### src/rtl/button_conditioner.sv
// button_conditioner
// -------------------
// Front-end for the seven sudoku board buttons. Each channel synchronises its
// raw pin, debounces it, and turns an accepted press into a registered
// single-cycle pulse for sudoku_fsm. The debounced levels are also exported.
//
// Ports:
//   clk                     system clock
//   reset                   asynchronous, active-high; clears all state
//   *_raw                   raw asynchronous button pins (start,a,b,up,down,left,right)
//   *_button                registered one-cycle press pulses
//   btn_level[6:0]          debounced pressed levels {right,left,down,up,b,a,start}
//
// Optional feature macro: BTN_AUTOREPEAT_EN
//   When defined, the up/down/left/right channels emit extra pulses while held:
//   the first REPEAT_DELAY cycles after the press pulse, then every
//   REPEAT_RATE cycles until release. When undefined, no hold timers exist and
//   every channel gives exactly one pulse per accepted press.
module button_conditioner #(
   parameter int DEBOUNCE_CYCLES = 1000000,
   parameter int CNT_W           = 20,
   parameter bit ACTIVE_LOW      = 1'b0,
   parameter int REPEAT_DELAY    = 50000000,
   parameter int REPEAT_RATE     = 10000000
) (
   input  logic       clk,
   input  logic       reset,
   input  logic       start_raw,
   input  logic       a_raw,
   input  logic       b_raw,
   input  logic       up_raw,
   input  logic       down_raw,
   input  logic       left_raw,
   input  logic       right_raw,
   output logic       start_button,
   output logic       a_button,
   output logic       b_button,
   output logic       up_button,
   output logic       down_button,
   output logic       left_button,
   output logic       right_button,
   output logic [6:0] btn_level
);

   localparam int NB = 7;
   // Index of the first direction channel; only directions may auto-repeat.
   localparam int FIRST_DIR = 3;
   localparam logic [CNT_W-1:0] CNT_MAX = CNT_W'(DEBOUNCE_CYCLES - 1);

`ifdef BTN_AUTOREPEAT_EN
   localparam int REP_MAXV = (REPEAT_DELAY > REPEAT_RATE) ? REPEAT_DELAY : REPEAT_RATE;
   localparam int REP_W    = $clog2(REP_MAXV) + 1;
   localparam logic [REP_W-1:0] DELAY_MAX = REP_W'(REPEAT_DELAY - 1);
   localparam logic [REP_W-1:0] RATE_MAX  = REP_W'(REPEAT_RATE - 1);
`else
   // Repeat timing has no effect in this build; fold it into a dead net.
   logic unused_repeat_cfg;
   assign unused_repeat_cfg = ^{REPEAT_DELAY, REPEAT_RATE};
`endif

   logic [NB-1:0] raw_vec;
   logic [NB-1:0] pressed;
   logic [NB-1:0] s1_p0;
   logic [NB-1:0] s2_p1;
   logic [NB-1:0] stable_p2;
   logic [NB-1:0] press_p3;

   assign raw_vec = {right_raw, left_raw, down_raw, up_raw, b_raw, a_raw, start_raw};
   assign pressed = raw_vec ^ {NB{ACTIVE_LOW}};

   // ---- stage p0/p1: two-flop synchroniser ----
   always_ff @(posedge clk or posedge reset) begin
      if (reset) begin
         s1_p0 <= '0;
         s2_p1 <= '0;
      end else begin
         s1_p0 <= pressed;
         s2_p1 <= s1_p0;
      end
   end

   for (genvar i = 0; i < NB; i++) begin : g_chan
      logic [CNT_W-1:0] cnt;
      logic             stable;
      logic             stable_d;
      logic             rise;
      logic             fire;
      logic             press;

      // ---- stage p2: debounce, stable accepted after DEBOUNCE_CYCLES ----
      always_ff @(posedge clk or posedge reset) begin
         if (reset) begin
            cnt    <= '0;
            stable <= 1'b0;
         end else if (s2_p1[i] == stable) begin
            cnt <= '0;
         end else if (cnt == CNT_MAX) begin
            stable <= s2_p1[i];
            cnt    <= '0;
         end else begin
            cnt <= cnt + CNT_W'(1);
         end
      end

      // stable_d lags stable by one cycle, so rise is true for exactly the
      // cycle following a 0->1 acceptance.
      assign rise = stable & ~stable_d;

`ifdef BTN_AUTOREPEAT_EN
      if (i >= FIRST_DIR) begin : g_rep
         logic [REP_W-1:0] timer;
         logic             rep_active;
         logic             rep_hit;

         // First repeat waits REPEAT_DELAY after the press pulse; once
         // repeating, the interval drops to REPEAT_RATE.
         assign rep_hit = stable && (timer == (rep_active ? RATE_MAX : DELAY_MAX));
         assign fire    = rise | rep_hit;

         always_ff @(posedge clk or posedge reset) begin
            if (reset) begin
               timer      <= '0;
               rep_active <= 1'b0;
            end else if (!stable) begin
               timer      <= '0;
               rep_active <= 1'b0;
            end else if (fire) begin
               timer      <= '0;
               rep_active <= rep_active | (rep_hit & ~rise);
            end else begin
               timer <= timer + REP_W'(1);
            end
         end
      end else begin : g_norep
         assign fire = rise;
      end
`else
      assign fire = rise;
`endif

      // ---- stage p3: registered press pulse ----
      always_ff @(posedge clk or posedge reset) begin
         if (reset) begin
            stable_d <= 1'b0;
            press    <= 1'b0;
         end else begin
            stable_d <= stable;
            press    <= fire;
         end
      end

      assign stable_p2[i] = stable;
      assign press_p3[i]  = press;
   end

   assign btn_level    = stable_p2;
   assign start_button = press_p3[0];
   assign a_button     = press_p3[1];
   assign b_button     = press_p3[2];
   assign up_button    = press_p3[3];
   assign down_button  = press_p3[4];
   assign left_button  = press_p3[5];
   assign right_button = press_p3[6];

endmodule

### config.mk
export PLATFORM = sky130hd
export DESIGN_NAME = button_conditioner
export DESIGN_NICKNAME = d
export VERILOG_FILES = /design/src/rtl/button_conditioner.sv
export SDC_FILE = /design/constraint.sdc
export NUM_CORES = 1
export LEC_CHECK = 0
export ABC_AREA = 1
export CORE_AREA = 2 2 155 157
export DETAILED_ROUTE_END_ITERATION = 10
export DIE_AREA = 0 0 157 159
export HOLD_SLACK_MARGIN = 0.12
export PLACE_DENSITY = 0.65
export SETUP_SLACK_MARGIN = 0.4
export SYNTH_ARGS = -nofsm -noshare
export SYNTH_HDL_FRONTEND = slang
export SYNTH_SLANG_ARGS = --single-unit
### constraint.sdc
create_clock -name clk -period 11.2 [get_ports clk]
set_clock_uncertainty 0.1 [all_clocks]
set_input_delay 3.36 -clock clk [delete_from_list [all_inputs] [get_ports clk]]
set_output_delay 3.36 -clock clk [all_outputs]
set_load 0.1 [all_outputs]
Word level (Yosys, flattened, before mapping)
Cells that the tools add are included.

word-level totals
  flip-flop bits (word level) = 175
  input port bits = 9
  output and inout port bits = 14
  word-level logic and storage cells = 93

cells by class
  $add $sub $neg = 7
  equal/unequal tests = 14
  mux-type cells = 14
  bitwise gates (word level) = 21
  reductions and logical operators = 7

operators by type and width
  kind                                           number
  2-to-1 mux 20 bit                              14
  adder 20 x 1 -> 20 bit, second input constant  7
  equality test 20 bit, second input constant    7
  inverter 1 bit                                 14
  AND reduction 2 bit                            7
  AND 1 bit                                      7
  equality test 1 bit                            7

Longest topological paths before layout
Gate-level depths: netlist of run 1.

  depth in word-level cells = 3
  gate-level depth with buffers = 9
  depth with buffers taken out = 9

Worst setup path before layout of run 1
OpenSTA, ideal clock, no wires.

  kind = reg2out
  start point = reg g_chan[1].press (netlist: a_button)
  end point = out a_button
  arrival time = 0.883 ns
  required time = 7.740 ns
  setup slack = 6.857 ns
  cell stages (with the launch flop) = 1
  buffers on the path = 0
  cells stage by stage = dfrtp_1

RTL lines
  item                    line  text
  from (decl)             88    logic press;
  from (signal assigned)  148   press <= fire;
  to (decl)               36    output logic a_button,

No word-level cell between the ends.

Final worst setup path of run 1
  start point = reg g_chan[3].stable
  end point = out btn_level[3]

RTL lines
  item                    line  text
  from (decl)             84    logic stable;
  from (signal assigned)  98    stable <= s2_p1[i];
  to (decl)               42    output logic [6:0] btn_level

No word-level cell between the ends.

==> results of run 1 <==
## layout by cell type, fill, tap and decap left out, types with 15 or more instances in the layout
master / synthesis / routed
nor2_2: 30 / 30
a21oi_1: 15 / 15
clkbuf_16: 0 / 17
dfrtp_1: 175 / 175
nand3_1: 94 / 94
clkdlybuf4s50_1: 0 / 22
inv_2: 15 / 15
inv_1: 103 / 102
nand4_1: 22 / 22
nand2_1: 220 / 220
nand2_2: 31 / 31
xnor2_1: 21 / 21
xor2_1: 42 / 42
nor2_1: 293 / 293
## per-stage QoR
step	area, um^2	power (mW)
final	10400	1.27
after global routing	10400	1.33
after CTS	10400	1.29
after detailed placement	9780	0.702
after global placement	9780	0.700
after floorplan	9210	0.688
## cell usage after synthesis (13+ instances only)
cell,count
a21oi_1,15
dfrtp_1,175
inv_1,103
inv_2,15
nand2_1,220
nand2_2,31
nand3_1,94
nand4_1,22
nor2_1,293
nor2_2,30
nor3_1,13
xnor2_1,21
xor2_1,42
## metal layers
layer / routed length (um) / vias up / GRT usage
li1: - / 3700 / -
met1: 8880 / 3303 / 0.211
met5: 0 / - / 0
met3: 442 / 9 / 0.0313
met4: 116 / 0 / 0.0325
met2: 8110 / 77 / 0.235
## state kept, by name, indices dropped and copies added, names as in the netlist
register / flops
a_button: 1
b_button: 1
down_button: 1
g_chan.cnt: 140
g_chan.stable: 7
g_chan.stable_d: 7
left_button: 1
right_button: 1
s1_p0: 7
s2_p1: 7
start_button: 1
up_button: 1
## layout make-up
type,count,area share
tap,319,0.0385
clock inverter,12,0.0120
inverter,118,0.0435
clock buffer,20,0.0441
sequential,175,0.423
timing repair buffer,23,0.0220
multi-input combinational,860,0.417
## power groups by stage
stage	Sequential, mW	Combinational [mW]	Clock, mW
after floorplan	0.658	0.0298	0
after global placement	0.659	0.0416	0
after detailed placement	0.659	0.0425	0
after CTS	0.647	0.0428	0.602
after global routing	0.648	0.0481	0.629
final	0.647	0.0405	0.585
## worst min-delay path by stage
stage | to | startpoint
floorplan | s2_p1[0]$_DFF_PP0_ | s1_p0[0]$_DFF_PP0_
global placement | s2_p1[6]$_DFF_PP0_ | s1_p0[6]$_DFF_PP0_
detailed placement | s2_p1[3]$_DFF_PP0_ | s1_p0[3]$_DFF_PP0_
CTS | s2_p1[3]$_DFF_PP0_ | s1_p0[3]$_DFF_PP0_
global route | s2_p1[2]$_DFF_PP0_ | s1_p0[2]$_DFF_PP0_
finish | s2_p1[2]$_DFF_PP0_ | s1_p0[2]$_DFF_PP0_
## logic make-up after synthesis
| family | after synthesis |
|---|---|
| and+or+nand+nor | 736 |
| DFF | 175 |
| buffers and inverters | 128 |
| xor gates and xnor gates | 70 |
| AOI/OAI and AO/OA | 47 |
| adders and majority gates | 7 |
==> results by group, run 1 <==
Clocking
  – H-tree levels: 4
  – Clk slew on worst S/H paths: 0.07 ns
  – # hold bufs at CTS: 0
  – CTS Sinks: 175
  – CTS tree: built
  – CTS root buf: clkbuf_16
  – Maximum clock insertion buffer count: 2
  – Post-CTS Setup Bufs: 0
  – TritonCTS Buffers: 17
  – Gates resized, CTS repair: 0
  – Worst-skew pair later-pin latency: 0.42 ns

Worst hold path
  – Hold Path Depth: 0
  – Worst Hold Class: register to register

Detailed routing
  – Drt via density: 4.64
  – Drt drc: 0
  – Post-route antenna net violation count: 0
  – Final WL: 17500 um
  – Vias: 7089
  – Initial DRC Count: 413
  – First-pass DRT Iterations: 5
  – Drt wl/cell: 11.5 um

Setup path
  – CP required: 7.74 ns
  – Worst R2R Path Depth: 8
  – Critical Path Sink Type: output port
  – Worst r2r src: g_chan[6].cnt[0]$_DFF_PP0_
  – Startpoint types: register
  – Slowest cell delay on critical path: 1.17 ns
  – CP Launch Point: g_chan[3].stable$_DFFE_PP0P_
  – WP depth: 1
  – CP Cell Sequence: clkdlybuf4s50_1
  – Slowest stage cell, crit path: clkdlybuf4s50_1
  – Crit path buf inv count: 1
  – Setup crit end: btn_level[3]
  – Critical path arrival: 2.06 ns
  – CP delay by family, top: buffers and inverters
  – Reg2reg setup slack: 9.56 ns
  – Worst Setup Path Type: register to output port
  – Crit Path Max Fanout: 5
  – Critical R2R Capture: g_chan[6].cnt[9]$_DFF_PP0_

Yosys
  – Syn_nets: 1179
  – Post-synthesis cell type count: 29
  – Seq/Total Area, Yosys: 0.475
  – Syn_area_per_cell: 7.92 um^2
  – Post-synth top area share: 0.475
  – Compound-Gate Fraction of Synth Area: 0.0296
  – Area leader, netlist: dfrtp_1
  – Mux contribution to synthesized area: 0
  – Synth Area in XOR/XNOR: 0.0723
  – Post-Synth Adder-Cell Area: 0.00951
  – Cells after synthesis: 1163
  – Mapped Area: 9210 um^2
  – Largest cells by area after synthesis: dfrtp_1 (48%), nor2_1 (12%), nand2_1 (9.0%)
  – Simple-Gate Fraction of Synth Area: 0.358
  – EDFF count, synth: 0
  – Synth async-reset ratio: 1.00
  – Main combinational cell family by area after synthesis: simple AND/OR/NAND/NOR gates
  – Top FF cell, synth: dfrtp_1
  – Synth Register Bits: 175
  – Synth Warn #: 0

Power and ir drop
  – Clock power share: 0.460
  – Combinational share of power: 0.032
  – Int Power: 0.976 mW
  – Sequential share of power: 0.508
  – PwrDens: 123 nW/um^2
  – Net switching power: 0.297 mW
  – Peak VDD IR: 0.0983 mV
  – Net Sw Frac: 0.233
  – LEAKAGE: 4.43 nW

Placement
  – Inst Count DP: 1495
  – Port bufs: 22
  – Pre-CTS setup slack: 5.60 ns
  – Final Wtd Congestion: 0.885
  – Hpwl dp: 12400 um

Die
  – Die X: 157 um
  – Top Ports: 23
  – Area of the core: 23200 um^2
  – Row count: 56
  – Die height: 159 um
  – Starting Density: 0.397
  – Full die area: 25000 um^2

Finish
  – Fin util: 0.447
  – Share of cells above drive strength 1: 0.115
  – N_diodes: 0
  – Fillers: 2319
  – Register area: 4380 um^2
  – Multi-input logic area: 4320 um^2
  – Nets: 1211
  – Final Instance Count excl. Fillers: 1527
  – Area growth syn-to-layout: 12.5%

STA
  – Slew @ Worst Pin: 0.979 ns
  – Slew HR: 0.346
  – Fmax: 0.181 GHz
  – Hold WS: 0.248 ns
  – Setup_tns: 0 ns
  – RSZ-0062 raised after global routing: no
  – Final Critical Period: 5.52 ns
  – Period Utilization, post-route: 0.493
  – Final setup viols: 0
  – Final setup margin: 5.68 ns
  – Fin. max-slew vios: 0
  – Endpoints failing hold: 0

Global route
  – Largest net degree at the start of global routing: 96
  – First-pass GRT wire length: 30900 um
  – GRT Total Usage: 0.149
  – Vias in the first global route: 6672
  – Grt ovf: 0
  – Initial antenna violation count: 0

Status
  – Outcome: complete, no violations

Run
  – Max_cap viols: 0
(Power assumes the default switching activity.)
==> inputs of run 2 (changes only) <==
==> constraint.sdc (replaced) <==
create_clock -name clk -period 5.7 [get_ports clk]
set_clock_uncertainty 0.1 [all_clocks]
set_input_delay 1.71 -clock clk [delete_from_list [all_inputs] [get_ports clk]]
set_output_delay 1.71 -clock clk [all_outputs]
set_load 0.1 [all_outputs]
==> results by group, run 2 (synthesized netlist as in run 1, its figures left out) <==
Status
  – Outcome: complete, no violations

Die
  – Die X: 157 um
  – Row count: 56
  – Top Ports: 23
  – Area of the core: 23200 um^2
  – Die height: 159 um
  – Full die area: 25000 um^2
  – Starting Density: 0.397

Clocking
  – CTS root buf: clkbuf_16
  – Clk slew on worst S/H paths: 0.06 ns
  – CTS Sinks: 175
  – Maximum clock insertion buffer count: 2
  – Post-CTS Setup Bufs: 0
  – TritonCTS Buffers: 17
  – H-tree levels: 4
  – # hold bufs at CTS: 0
  – CTS tree: built
  – Worst-skew pair later-pin latency: 0.42 ns
  – Gates resized, CTS repair: 0

Global route
  – GRT Total Usage: 0.150
  – First-pass GRT wire length: 31200 um
  – Largest net degree at the start of global routing: 101
  – Grt ovf: 0
  – Initial antenna violation count: 0
  – Vias in the first global route: 6808

Setup path
  – CP Launch Point: g_chan[0].stable$_DFFE_PP0P_
  – CP required: 3.89 ns
  – CP delay by family, top: buffers and inverters
  – Setup crit end: btn_level[0]
  – Crit path buf inv count: 1
  – CP Cell Sequence: clkdlybuf4s50_1
  – Startpoint types: register
  – Worst r2r src: g_chan[4].cnt[0]$_DFF_PP0_
  – Critical Path Sink Type: output port
  – Reg2reg setup slack: 4.06 ns
  – Slowest stage cell, crit path: clkdlybuf4s50_1
  – Critical path arrival: 2.06 ns
  – Worst R2R Path Depth: 6
  – Critical R2R Capture: g_chan[4].cnt[18]$_DFF_PP0_
  – Worst Setup Path Type: register to output port
  – Slowest cell delay on critical path: 1.18 ns
  – Crit Path Max Fanout: 5
  – WP depth: 1

Power and ir drop
  – PwrDens: 241 nW/um^2
  – LEAKAGE: 4.42 nW
  – Peak VDD IR: 0.155 mV
  – Design Power: 2.50 mW

STA
  – Fmax: 0.259 GHz
  – Hold WS: 0.250 ns
  – Final setup viols: 0
  – Period Utilization, post-route: 0.678
  – RSZ-0062 raised after global routing: no
  – Endpoints failing hold: 0
  – Setup_tns: 0 ns
  – Final setup margin: 1.83 ns
  – Final Critical Period: 3.87 ns
  – Slew HR: 0.353
  – Fin. max-slew vios: 0
  – Slew @ Worst Pin: 0.968 ns

Run
  – Max_cap viols: 0

Finish
  – Final Instance Count excl. Fillers: 1527
  – Fillers: 2283
  – Nets: 1212
  – Area growth syn-to-layout: 12.6%
  – Register area: 4380 um^2
  – N_diodes: 0
  – Final instance area: 10400 um^2
  – Fin util: 0.447
  – Share of cells above drive strength 1: 0.114
  – Largest Register: g_chan.cnt
  – Multi-input logic area: 4320 um^2
  – Number of flip-flops in the largest register: 140
  – Most frequent cells in the layout: nor2_1 (293), nand2_1 (220), dfrtp_1 (175), inv_1 (102), nand3_1 (94)
  – Commonest non-fill, non-tap cell in the layout: nor2_1

Detailed routing
  – Vias: 7142
  – Drt drc: 0
  – Final WL: 17600 um
  – Drt via density: 4.68
  – First-pass DRT Iterations: 5
  – Post-route antenna net violation count: 0
  – Initial DRC Count: 362
  – Drt wl/cell: 11.5 um

Placement
  – Pre-CTS setup slack: 2.26 ns
  – Port bufs: 22
  – Final Wtd Congestion: 0.863
  – Post-DP Area: 9790 um^2
  – Inst Count DP: 1496
  – Hpwl dp: 12600 um

Worst hold path
  – Worst Hold Class: register to register
[run 2: worst min-delay path by stage]
stage | start | endpoint | depth (start not counted)
final | s1_p0[1]$_DFF_PP0_ | s2_p1[1]$_DFF_PP0_ | 0
after global routing | s1_p0[3]$_DFF_PP0_ | s2_p1[3]$_DFF_PP0_ | 0
after CTS | s1_p0[3]$_DFF_PP0_ | s2_p1[3]$_DFF_PP0_ | 0
after detailed placement | s1_p0[3]$_DFF_PP0_ | s2_p1[3]$_DFF_PP0_ | 0
after global placement | s1_p0[3]$_DFF_PP0_ | s2_p1[3]$_DFF_PP0_ | 0
after floorplan | s1_p0[0]$_DFF_PP0_ | s2_p1[0]$_DFF_PP0_ | 0
[run 2: final cells by class]
class,count,area share
sequential,175,0.422
clock buffer,20,0.0431
clock inverter,11,0.0128
inverter,118,0.0431
tap,319,0.0385
timing repair buffer,24,0.0239
multi-input combinational,860,0.417
[run 2: worst register-to-register path: cells and delay by family, from the launching register on]
kind	cells	cell delay [ns]
fa+ha+maj	1	0.21
flops	1	0.37
simple gates	5	0.84
[run 2: layer usage]
metal	vias up	part of all wire	GRT usage
li1	3708	-	-
met1	3299	0.50	0.210
met2	109	0.45	0.233
met3	26	0.032	0.0329
met4	0	0.013	0.0413
met5	-	0	0
[run 2: report_power, final]
part / switching [mW] / internal (mW)
combinational: 0.0571 / 0.0240
sequential: 0.0127 / 1.26
clock: 0.490 / 0.661
